### src/rtl/channel_rob_if.sv
// Channel-side bus of the response reorder buffer: allocation, bank fill and
// in-order response signals. The master modport is the channel/crossbar side,
// the slave modport is the reorder buffer itself.
interface channel_rob_if #(
  parameter int ROB_SIZE = 16,
  parameter int DATA_W   = 128
);
  localparam int ROB_W = $clog2(ROB_SIZE);

  logic              alloc_valid;
  logic              alloc_ready;
  logic [ROB_W-1:0]  alloc_rob_id;
  logic              fill_valid;
  logic [ROB_W-1:0]  fill_rob_id;
  logic [DATA_W-1:0] fill_data;
  logic              rsp_valid;
  logic              rsp_ready;
  logic [DATA_W-1:0] rsp_rdata;
  logic [ROB_W:0]    rob_count;
  logic              fill_err;

  modport master (
    output alloc_valid, fill_valid, fill_rob_id, fill_data, rsp_ready,
    input  alloc_ready, alloc_rob_id, rsp_valid, rsp_rdata, rob_count, fill_err
  );

  modport slave (
    input  alloc_valid, fill_valid, fill_rob_id, fill_data, rsp_ready,
    output alloc_ready, alloc_rob_id, rsp_valid, rsp_rdata, rob_count, fill_err
  );
endinterface

### src/rtl/channel_rob.sv
// Per-channel response reorder buffer. Hands out rob_ids in order, captures
// out-of-order bank fills tagged with those ids, and releases data to the
// channel strictly in allocation order.
// Optional macro CHANNEL_ROB_BYPASS_EN: a fill that targets a PENDING head is
// presented on the response bus combinationally in the same cycle.
module channel_rob #(
  parameter int ROB_SIZE = 16,
  parameter int DATA_W   = 128
) (
  input  logic          clk,
  input  logic          rst,
  channel_rob_if.slave  bus
);
  localparam int ROB_W = $clog2(ROB_SIZE);

  typedef enum logic [1:0] {
    ST_FREE    = 2'd0,
    ST_PENDING = 2'd1,
    ST_DONE    = 2'd2
  } entry_state_e;

  entry_state_e      st_q [ROB_SIZE];
  entry_state_e      st_d [ROB_SIZE];
  logic [DATA_W-1:0] data_q [ROB_SIZE];
  logic [ROB_W-1:0]  head_q;
  logic [ROB_W-1:0]  tail_q;
  logic [ROB_W:0]    count_q;
  logic              err_q;

  logic              alloc_ready;
  logic              alloc_fire;
  logic              fill_ok;
  logic              head_done;
  logic              rsp_valid;
  logic [DATA_W-1:0] rsp_rdata;
  logic              rsp_fire;

  // Handshake qualification and response presentation.
  always_comb begin
    alloc_ready = count_q < (ROB_W+1)'(ROB_SIZE);
    alloc_fire  = bus.alloc_valid && alloc_ready;
    fill_ok     = bus.fill_valid && (st_q[bus.fill_rob_id] == ST_PENDING);
    head_done   = (st_q[head_q] == ST_DONE);
`ifdef CHANNEL_ROB_BYPASS_EN
    // A fill into a PENDING head is forwarded straight to the channel; head is
    // never DONE in that case, so the two sources are mutually exclusive.
    if (bus.fill_valid && (bus.fill_rob_id == head_q) && (st_q[head_q] == ST_PENDING)) begin
      rsp_valid = 1'b1;
      rsp_rdata = bus.fill_data;
    end else begin
      rsp_valid = head_done;
      rsp_rdata = head_done ? data_q[head_q] : '0;
    end
`else
    rsp_valid = head_done;
    rsp_rdata = head_done ? data_q[head_q] : '0;
`endif
    rsp_fire = rsp_valid && bus.rsp_ready;
  end

  // Next entry states; release is applied last so a bypassed fill that is
  // accepted in the same cycle leaves the entry FREE rather than DONE.
  always_comb begin
    st_d = st_q;
    if (fill_ok)    st_d[bus.fill_rob_id] = ST_DONE;
    if (alloc_fire) st_d[tail_q]          = ST_PENDING;
    if (rsp_fire)   st_d[head_q]          = ST_FREE;
  end

  // Entry states, pointers, occupancy and the fill error pulse.
  always_ff @(posedge clk) begin
    if (rst) begin
      st_q    <= '{default: ST_FREE};
      head_q  <= '0;
      tail_q  <= '0;
      count_q <= '0;
      err_q   <= 1'b0;
    end else begin
      st_q    <= st_d;
      tail_q  <= tail_q + ROB_W'(alloc_fire);
      head_q  <= head_q + ROB_W'(rsp_fire);
      count_q <= count_q + (ROB_W+1)'(alloc_fire) - (ROB_W+1)'(rsp_fire);
      err_q   <= bus.fill_valid && !fill_ok;
    end
  end

  // Data storage; contents are don't-care until an entry is filled.
  always_ff @(posedge clk) begin
    if (fill_ok) data_q[bus.fill_rob_id] <= bus.fill_data;
  end

  assign bus.alloc_ready  = alloc_ready;
  assign bus.alloc_rob_id = tail_q;
  assign bus.rsp_valid    = rsp_valid;
  assign bus.rsp_rdata    = rsp_rdata;
  assign bus.rob_count    = count_q;
  assign bus.fill_err     = err_q;
endmodule

### src/flat_wrapper.sv
// flat-port wrapper written by rule: the top's interface ports become plain ports
module channel_rob_flat 
#(
  parameter int ROB_SIZE = 16,
  parameter int DATA_W   = 128
)
  (clk, rst, bus_alloc_valid, bus_fill_valid, bus_fill_rob_id, bus_fill_data, bus_rsp_ready, bus_alloc_ready, bus_alloc_rob_id, bus_rsp_valid, bus_rsp_rdata, bus_rob_count, bus_fill_err);
  channel_rob_if #(.ROB_SIZE(ROB_SIZE), .DATA_W(DATA_W)) bus_i ();
  input  logic clk;
  input  logic rst;
  input wire logic [$bits(bus_i.alloc_valid)-1:0] bus_alloc_valid;
  input wire logic [$bits(bus_i.fill_valid)-1:0] bus_fill_valid;
  input wire logic [$bits(bus_i.fill_rob_id)-1:0] bus_fill_rob_id;
  input wire logic [$bits(bus_i.fill_data)-1:0] bus_fill_data;
  input wire logic [$bits(bus_i.rsp_ready)-1:0] bus_rsp_ready;
  output wire logic [$bits(bus_i.alloc_ready)-1:0] bus_alloc_ready;
  output wire logic [$bits(bus_i.alloc_rob_id)-1:0] bus_alloc_rob_id;
  output wire logic [$bits(bus_i.rsp_valid)-1:0] bus_rsp_valid;
  output wire logic [$bits(bus_i.rsp_rdata)-1:0] bus_rsp_rdata;
  output wire logic [$bits(bus_i.rob_count)-1:0] bus_rob_count;
  output wire logic [$bits(bus_i.fill_err)-1:0] bus_fill_err;
  assign bus_i.alloc_valid = bus_alloc_valid;
  assign bus_i.fill_valid = bus_fill_valid;
  assign bus_i.fill_rob_id = bus_fill_rob_id;
  assign bus_i.fill_data = bus_fill_data;
  assign bus_i.rsp_ready = bus_rsp_ready;
  assign bus_alloc_ready = bus_i.alloc_ready;
  assign bus_alloc_rob_id = bus_i.alloc_rob_id;
  assign bus_rsp_valid = bus_i.rsp_valid;
  assign bus_rsp_rdata = bus_i.rsp_rdata;
  assign bus_rob_count = bus_i.rob_count;
  assign bus_fill_err = bus_i.fill_err;
  channel_rob #(.ROB_SIZE(ROB_SIZE), .DATA_W(DATA_W)) u_core (.clk(clk), .rst(rst), .bus(bus_i));
endmodule
### config.mk
export PLATFORM = sky130hd
export DESIGN_NAME = channel_rob_flat
export DESIGN_NICKNAME = d
export VERILOG_FILES = /design/src/rtl/channel_rob_if.sv /design/src/rtl/channel_rob.sv /design/src/flat_wrapper.sv
export SDC_FILE = /design/constraint.sdc
export NUM_CORES = 2
export LEC_CHECK = 0
export CAP_MARGIN = 10
export CORE_MARGIN = 2
export CORE_UTILIZATION = 46
export CTS_CLUSTER_DIAMETER = 150
export DETAILED_ROUTE_END_ITERATION = 8
export SLEW_MARGIN = 30
export SYNTH_ARGS = -nofsm -noshare
export SYNTH_HDL_FRONTEND = slang
export SYNTH_SLANG_ARGS = --single-unit
### constraint.sdc
create_clock -name clk -period 19.7 [get_ports clk]
set_input_delay 1.97 -clock clk [delete_from_list [all_inputs] [get_ports clk]]
set_output_delay 1.97 -clock clk [all_outputs]
set_load 0.01 [all_outputs]
* Word level (Yosys, flattened, before mapping)
Memory sizes are Yosys's and may differ from the RTL's. A register that Yosys moved wholly into a read port is not among the register bits. Index checks and enable logic that the tools add are counted.
Word-level totals: register bits 46, memory bits (writable) 2048, output and inout port bits 140, word-level logic and storage cells 72, memories kept 1
Operators by class: add/sub/neg operators 4, order comparisons 7, equality and inequality tests 2, mux-type cells 19, bitwise operators 11, reduce and logical (&&, ||, !) cells 8
Memory list:
- u_core.data_q | words 16, width 128, rd ports 1, clocked after memory_dff 1, write ports 1, RTL line channel_rob.sv:24 | logic [DATA_W-1:0] data_q [ROB_SIZE];
Operator list (number):
- $mux W128 | 1
- $mux W32 | 3
- $and A16 B16 Y16 | 2
- $and A32 B32 Y32 | 1
- $not A16 Y16 | 2
- $not A32 Y32 | 1
- $or A16 B16 Y16 | 2
- $demux W2 S4 | 3
- $bmux W2 S4 | 2
- $ge A5 B5 Y1 const B | 3
- $lt A5 B1 Y1 const B | 3
- $not A4 Y5 | 3
- $mux W2 | 7
- $add A4 B1 Y4 | 2
- $logic_and A1 B1 Y1 | 7
- $add A5 B1 Y5 | 1
- $lt A5 B5 Y1 const B | 1
- $sub A5 B1 Y5 | 1
- $mux W4 | 1
- $eq A2 B1 Y1 const B | 1
- $eq A2 B2 Y1 const B | 1
- $mux W1 | 2
- $logic_not A1 Y1 | 1

* Depth between registers and ports, before layout
word-level depth 12, gate-level depth with buffers 14, mapped depth without buffers 13

* Worst setup path before layout
OpenSTA, ideal clock, no wires.
kind input to register, from input port bus_fill_rob_id[1], to register u_core.st_q[25] (netlist name), library setup time 125 ps, arrival time 15621 ps, slack 3954 ps, stages on the path 5, cell sequence clkbuf_1 nand3_1 nor4_1 o21ai_0 a211oi_1
Between the ends: word-level cells in the longest chain between the ends 11, elaborated cells on any way between the ends 17, those cells by class order compare: 2; eq/ne: 1; mux: 8; bitwise: 4; reduce/logical: 2
RTL lines:
- start: declaration | RTL line flat_wrapper.sv:13 | input wire logic [$bits(bus_i.fill_rob_id)-1:0] bus_fill_rob_id;
- $not A4 Y5 (implied by the code) (*) | RTL line channel_rob.sv:42, channel_rob.sv:65
- $ge A5 B5 Y1 (implied by the code) (tied with other cells) | RTL line channel_rob.sv:65 | if (fill_ok) st_d[bus.fill_rob_id] = ST_DONE;
- $logic_and A1 B1 Y1 (implied by the code) or $mux W2 (tied branches) | RTL line channel_rob.sv:65, channel_rob.sv:42
- $mux W2, on equally long branches | RTL line channel_rob.sv:65, channel_rob.sv:42
- $demux W2 S4 or $eq A2 B1 Y1 (tied branches) | RTL line channel_rob.sv:65, channel_rob.sv:42
- $or A16 B16 Y16 (no line) or $logic_and A1 B1 Y1 (tied branches)
- $mux W32 (*) | RTL line channel_rob.sv:65
- $and A16 B16 Y16 (no line)
- $mux W32 (*) | RTL line channel_rob.sv:66 | if (alloc_fire) st_d[tail_q] = ST_PENDING;
- $and A32 B32 Y32 (no line)
- $mux W32 (*) | RTL line channel_rob.sv:67 | if (rsp_fire) st_d[head_q] = ST_FREE;
- end signal: assignment | RTL line channel_rob.sv:79 | st_q <= st_d;
- end: declaration | RTL line channel_rob.sv:22 | entry_state_e st_q [ROB_SIZE];
Mark *: on every way between the ends. The rest lies on a longest branch, timed or not. The select of a mux whose other input is x is not followed. A chain may end at the register's enable or synchronous reset.

* Final worst setup path
from register u_core.head_q[0], to output port bus_rsp_rdata[118]
Between the ends: word-level cells in the longest chain between the ends 6
RTL lines:
- start: declaration | RTL line channel_rob.sv:25 | logic [ROB_W-1:0] head_q;
- start signal: assignment | RTL line channel_rob.sv:81 | head_q <= head_q + ROB_W'(rsp_fire);
- $not A4 Y5 (implied by the code) | RTL line channel_rob.sv:43 | head_done = (st_q[head_q] == ST_DONE);
- $bmux W2 S4 | RTL line channel_rob.sv:43
- $mux W2 (implied by the code) (2 in a row) | RTL line channel_rob.sv:43
- $eq A2 B2 Y1 | RTL line channel_rob.sv:43
- $mux W128 | RTL line channel_rob.sv:56 | rsp_rdata = head_done ? data_q[head_q] : '0;
- end: declaration | RTL line flat_wrapper.sv:19 | output wire logic [$bits(bus_i.rsp_rdata)-1:0] bus_rsp_rdata;
No other way between the ends. The select of a mux whose other input is x is not followed.

==> summary.txt <==
Die
  • Die width: 421 microns
  • I/O pins: 277
  • Rows: 153
  • Core Box Area: 173000 sq um
  • Initial core utilization: 0.462
  • Die area: 177000 sq um
  • DIE HEIGHT: 421 microns

Synthesis
  • Sequential cell area fraction in the yosys report: 0.780
  • Yosys warns: 0
  • Mapped Cells: 3259
  • Synth cell types: 49
  • FF+latch count, synth: 2094
  • Post-synth top area cell: edfxtp_1
  • Top cell type's share of synthesized area: 0.769
  • Synthesized netlist net count: 3404
  • Mean Syn Cell Area: 24.5 sq um
  • Synthesized area: 80000 sq um
  • Largest cells by area after synthesis: edfxtp_1, mux4_2, dfxtp_1

Min path
  • Worst Hold Path Cells: 2
  • Worst min-delay path class: flip-flop to flip-flop

Setup path
  • CP peak stage delay: 810 ps
  • Worst EP arrival: 6490 ps
  • Slowest CP cell: dfxtp_4
  • Reg2reg path depth: 8
  • Crit path max fanout: 51
  • Most frequent cell on the critical path: buf_4
  • CP Capture Type: primary output
  • Critical path class: flip-flop to primary output
  • Worst-path cell chain: buf_4 > buf_4 > buf_4 > buf_6 > mux4_2 > mux4_2 > and2_1 > clkdlybuf4s50_1
  • Worst setup SP type: flip-flop
  • CP required: 17730 ps

Place
  • DP Area: 85800 sq um
  • GPL Wtd Cong: 0.715
  • I/O Buffers: 276
  • Inst Count DP: 5761
  • Dpl hpwl: 94800 microns

Pwr
  • Leakage power: 27.7 nW
  • Peak supply drop: 79.8 uV
  • PD cells: 97.6 nW/um^2
  • Power after layout: 9.05 mW

Final layout
  • Fillers: 13000
  • Post-route insts no fill: 6159
  • Share of post-route cells with drive strength above 1: 0.277
  • Post-route cell area: 92700 sq um
  • Layout area overhead: 15.9%
  • Final #Nets: 3794

Drt
  • Iteration-0 DRC Markers: 3407
  • Antenna-violating nets left: 0
  • Drt first pass iters: 5
  • DR DRC count: 0
  • WL per Instance: 30.1 microns
  • Final WL: 185000 microns
  • Via Count: 36000
  • DR vias/cell: 5.84

Clocking
  • TritonCTS clock tree: yes
  • CTS root buf: clkbuf_16
  • Worst-Skew Late Latency: 830 ps
  • Clock Pin Slew Worst Setup and Hold Paths: 60 ps
  • H-Tree Depth: 4
  • Post-CTS setup buffer count: 0
  • Cts bufs inserted: 211
  • PostCTS Resize Cnt: 0
  • Post-CTS Hold Buffers: 0
  • Maximum clock insertion buffer count: 3
  • Clock sink count: 2094

STA
  • RSZ-0062 raised after global routing: false
  • Relative slew slack: 0.346
  • Min cycle time layout: 8460 ps
  • Hold Vio Cnt, Final: 0
  • Final Setup Violations: 0
  • Final setup TNS: 0 ps
  • Max Clk Rate: 0.118 GHz
  • Max-slew violation count: 0
  • Final Cycle Share: 0.429
  • Worst-margin pin slew: 982 ps
  • Skew final: 28.0 ps

GRT
  • M2 GR Usage: 0.344
  • First-pass GRT wire length: 268000 microns
  • Antenna violations before repair: 32
  • GR Util met3: 0.0331
  • Grt peak-use layer: met2
  • Pin count of the biggest net entering global routing: 151
  • Overall routing resource usage: 0.210
  • M1 GR Usage: 0.295
  • Vias in the first global route: 37800
  • Remaining global-route overflow: 0

Job
  • Max-capacitance violation count: 0

Run status
  • Outcome: finished clean
==> synthesized netlist by cell type, drive strengths merged <==
cell type     n
o22ai         9
nand4         1
xor2          4
ha            7
nand3b        7
or2           2
or3           2
nor3          4
xnor2         4
mux2          2
buf         101
nor4          2
a221oi        6
a21oi         5
nor2         28
a311oi        8
nor2b        10
a2111oi       3
nand3         3
and2        129
inv          14
dfxtp        46
o31a          2
nand2         7
a21bo         1
clkbuf       77
o22a          3
or3b          2
and3          3
o21ai        16
fa            1
a211oi       15
o21a          4
a31oi         2
mux4        650
mux2i         3
nand2b        7
nor3b         9
a21o          2
o21bai        3
edfxtp     2048
and3b         7
==> final cells by class <==
type	instances	area [sq um]	area share
inverter	14	67.6	0.000729
timing repair buffer	355	3480	0.0375
multi-input combinational	973	16900	0.182
clock inverter	136	1360	0.0147
tap	2325	2910	0.0314
antenna	8	20.0	0.000216
clock buffer	254	5570	0.0601
sequential	2094	62400	0.673
==> worst paths after layout <==
check	startpoint	endpoint	slack [ps]
worst max-delay path	u_core.head_q[0]$_SDFF_PP0_	bus_rsp_rdata[118]	11240
worst max register to register	u_core.head_q[1]$_SDFF_PP0_	u_core.head_q[1]$_SDFF_PP0_	15240
worst min register to register	u_core.st_q[28]$_SDFF_PP0_	u_core.st_q[28]$_SDFF_PP0_	510
worst min-delay path	u_core.st_q[28]$_SDFF_PP0_	u_core.st_q[28]$_SDFF_PP0_	510
==> per-layer routing <==
| metal | part of all wire | wire length (microns) |
|---|---|---|
| met2 | 0.50 | 93300 |
| met3 | 0.049 | 9010 |
| met4 | 0.024 | 4380 |
| met1 | 0.42 | 78400 |
| met5 | 0.00077 | 142 |
==> registers in the layout, summed over array words and instances, names as in the netlist <==
register                 cells
u_core.bus.rob_count         5
u_core.st_q                 32
u_core.head_q                4
u_core.data_q             2048
u_core.bus.alloc_rob_id      4
u_core.bus.fill_err          1
==> cells in the final DEF, fill, tap and decap left out, types with 6 or more instances in the layout <==
| master | synthesis | routed |
|---|---|---|
| edfxtp_1 | 2048 | 2048 |
| mux4_2 | 650 | 650 |
| clkdlybuf4s50_1 | 0 | 276 |
| clkbuf_16 | 0 | 217 |
| and2_1 | 129 | 129 |
| buf_4 | 1 | 65 |
| clkinv_1 | 0 | 53 |
| clkinv_2 | 0 | 42 |
| dfxtp_1 | 46 | 42 |
| clkbuf_1 | 77 | 37 |
| bufinv_16 | 0 | 26 |
| nor2_1 | 28 | 20 |
| o21ai_0 | 15 | 15 |
| a211oi_1 | 15 | 15 |
| inv_1 | 14 | 12 |
| nor2b_1 | 10 | 10 |
| o22ai_1 | 9 | 9 |
| diode_2 | 0 | 8 |
| nor3b_1 | 9 | 8 |
| nor2_4 | 0 | 8 |
| a311oi_1 | 8 | 8 |
| and3b_1 | 7 | 7 |
| nand2b_1 | 7 | 7 |
| nand3b_1 | 7 | 7 |
| nand2_1 | 7 | 7 |
| ha_1 | 7 | 7 |
| buf_6 | 1 | 7 |
| a221oi_1 | 6 | 6 |
| buf_12 | 0 | 6 |
==> power by group <==
part           switching (mW)  total (mW)  internal (mW)
clock network            1.65        4.00           2.35
logic                  0.0880       0.143         0.0553
registers             0.00700        4.90           4.90
==> kinds of logic (layout without fill, tap and decap cells) <==
logic type,after synthesis,in the layout,share of synthesized area
DFF,2094,2094,0.780
muxes,655,655,0.184
and+or+nand+nor,223,223,0.0168
buffers and inverters,192,759,0.0101
AOI/OAI and AO/OA,79,79,0.00704
adders and majority gates,8,8,0.00134
xor gates and xnor gates,8,8,0.000876
other,0,8,0
==> per-stage QoR <==
stage | setup slack, ps | hold WS [ps] | util
floorplan | 3950 | 472 | -
global placement | 11450 | 498 | 0.495
detailed placement | 11750 | 493 | 0.495
CTS | 10820 | 506 | 0.535
global route | 10620 | 538 | 0.535
finish | 11240 | 512 | 0.535
==> critical path, delay by kind of cell (launching register included) <==
family	cells	cell delay, ps
muxes	2	1120
DFF	1	810
buffers and inverters	5	3440
and+or+nand+nor	1	180
No activity file was read; power rests on OpenSTA's default activity.
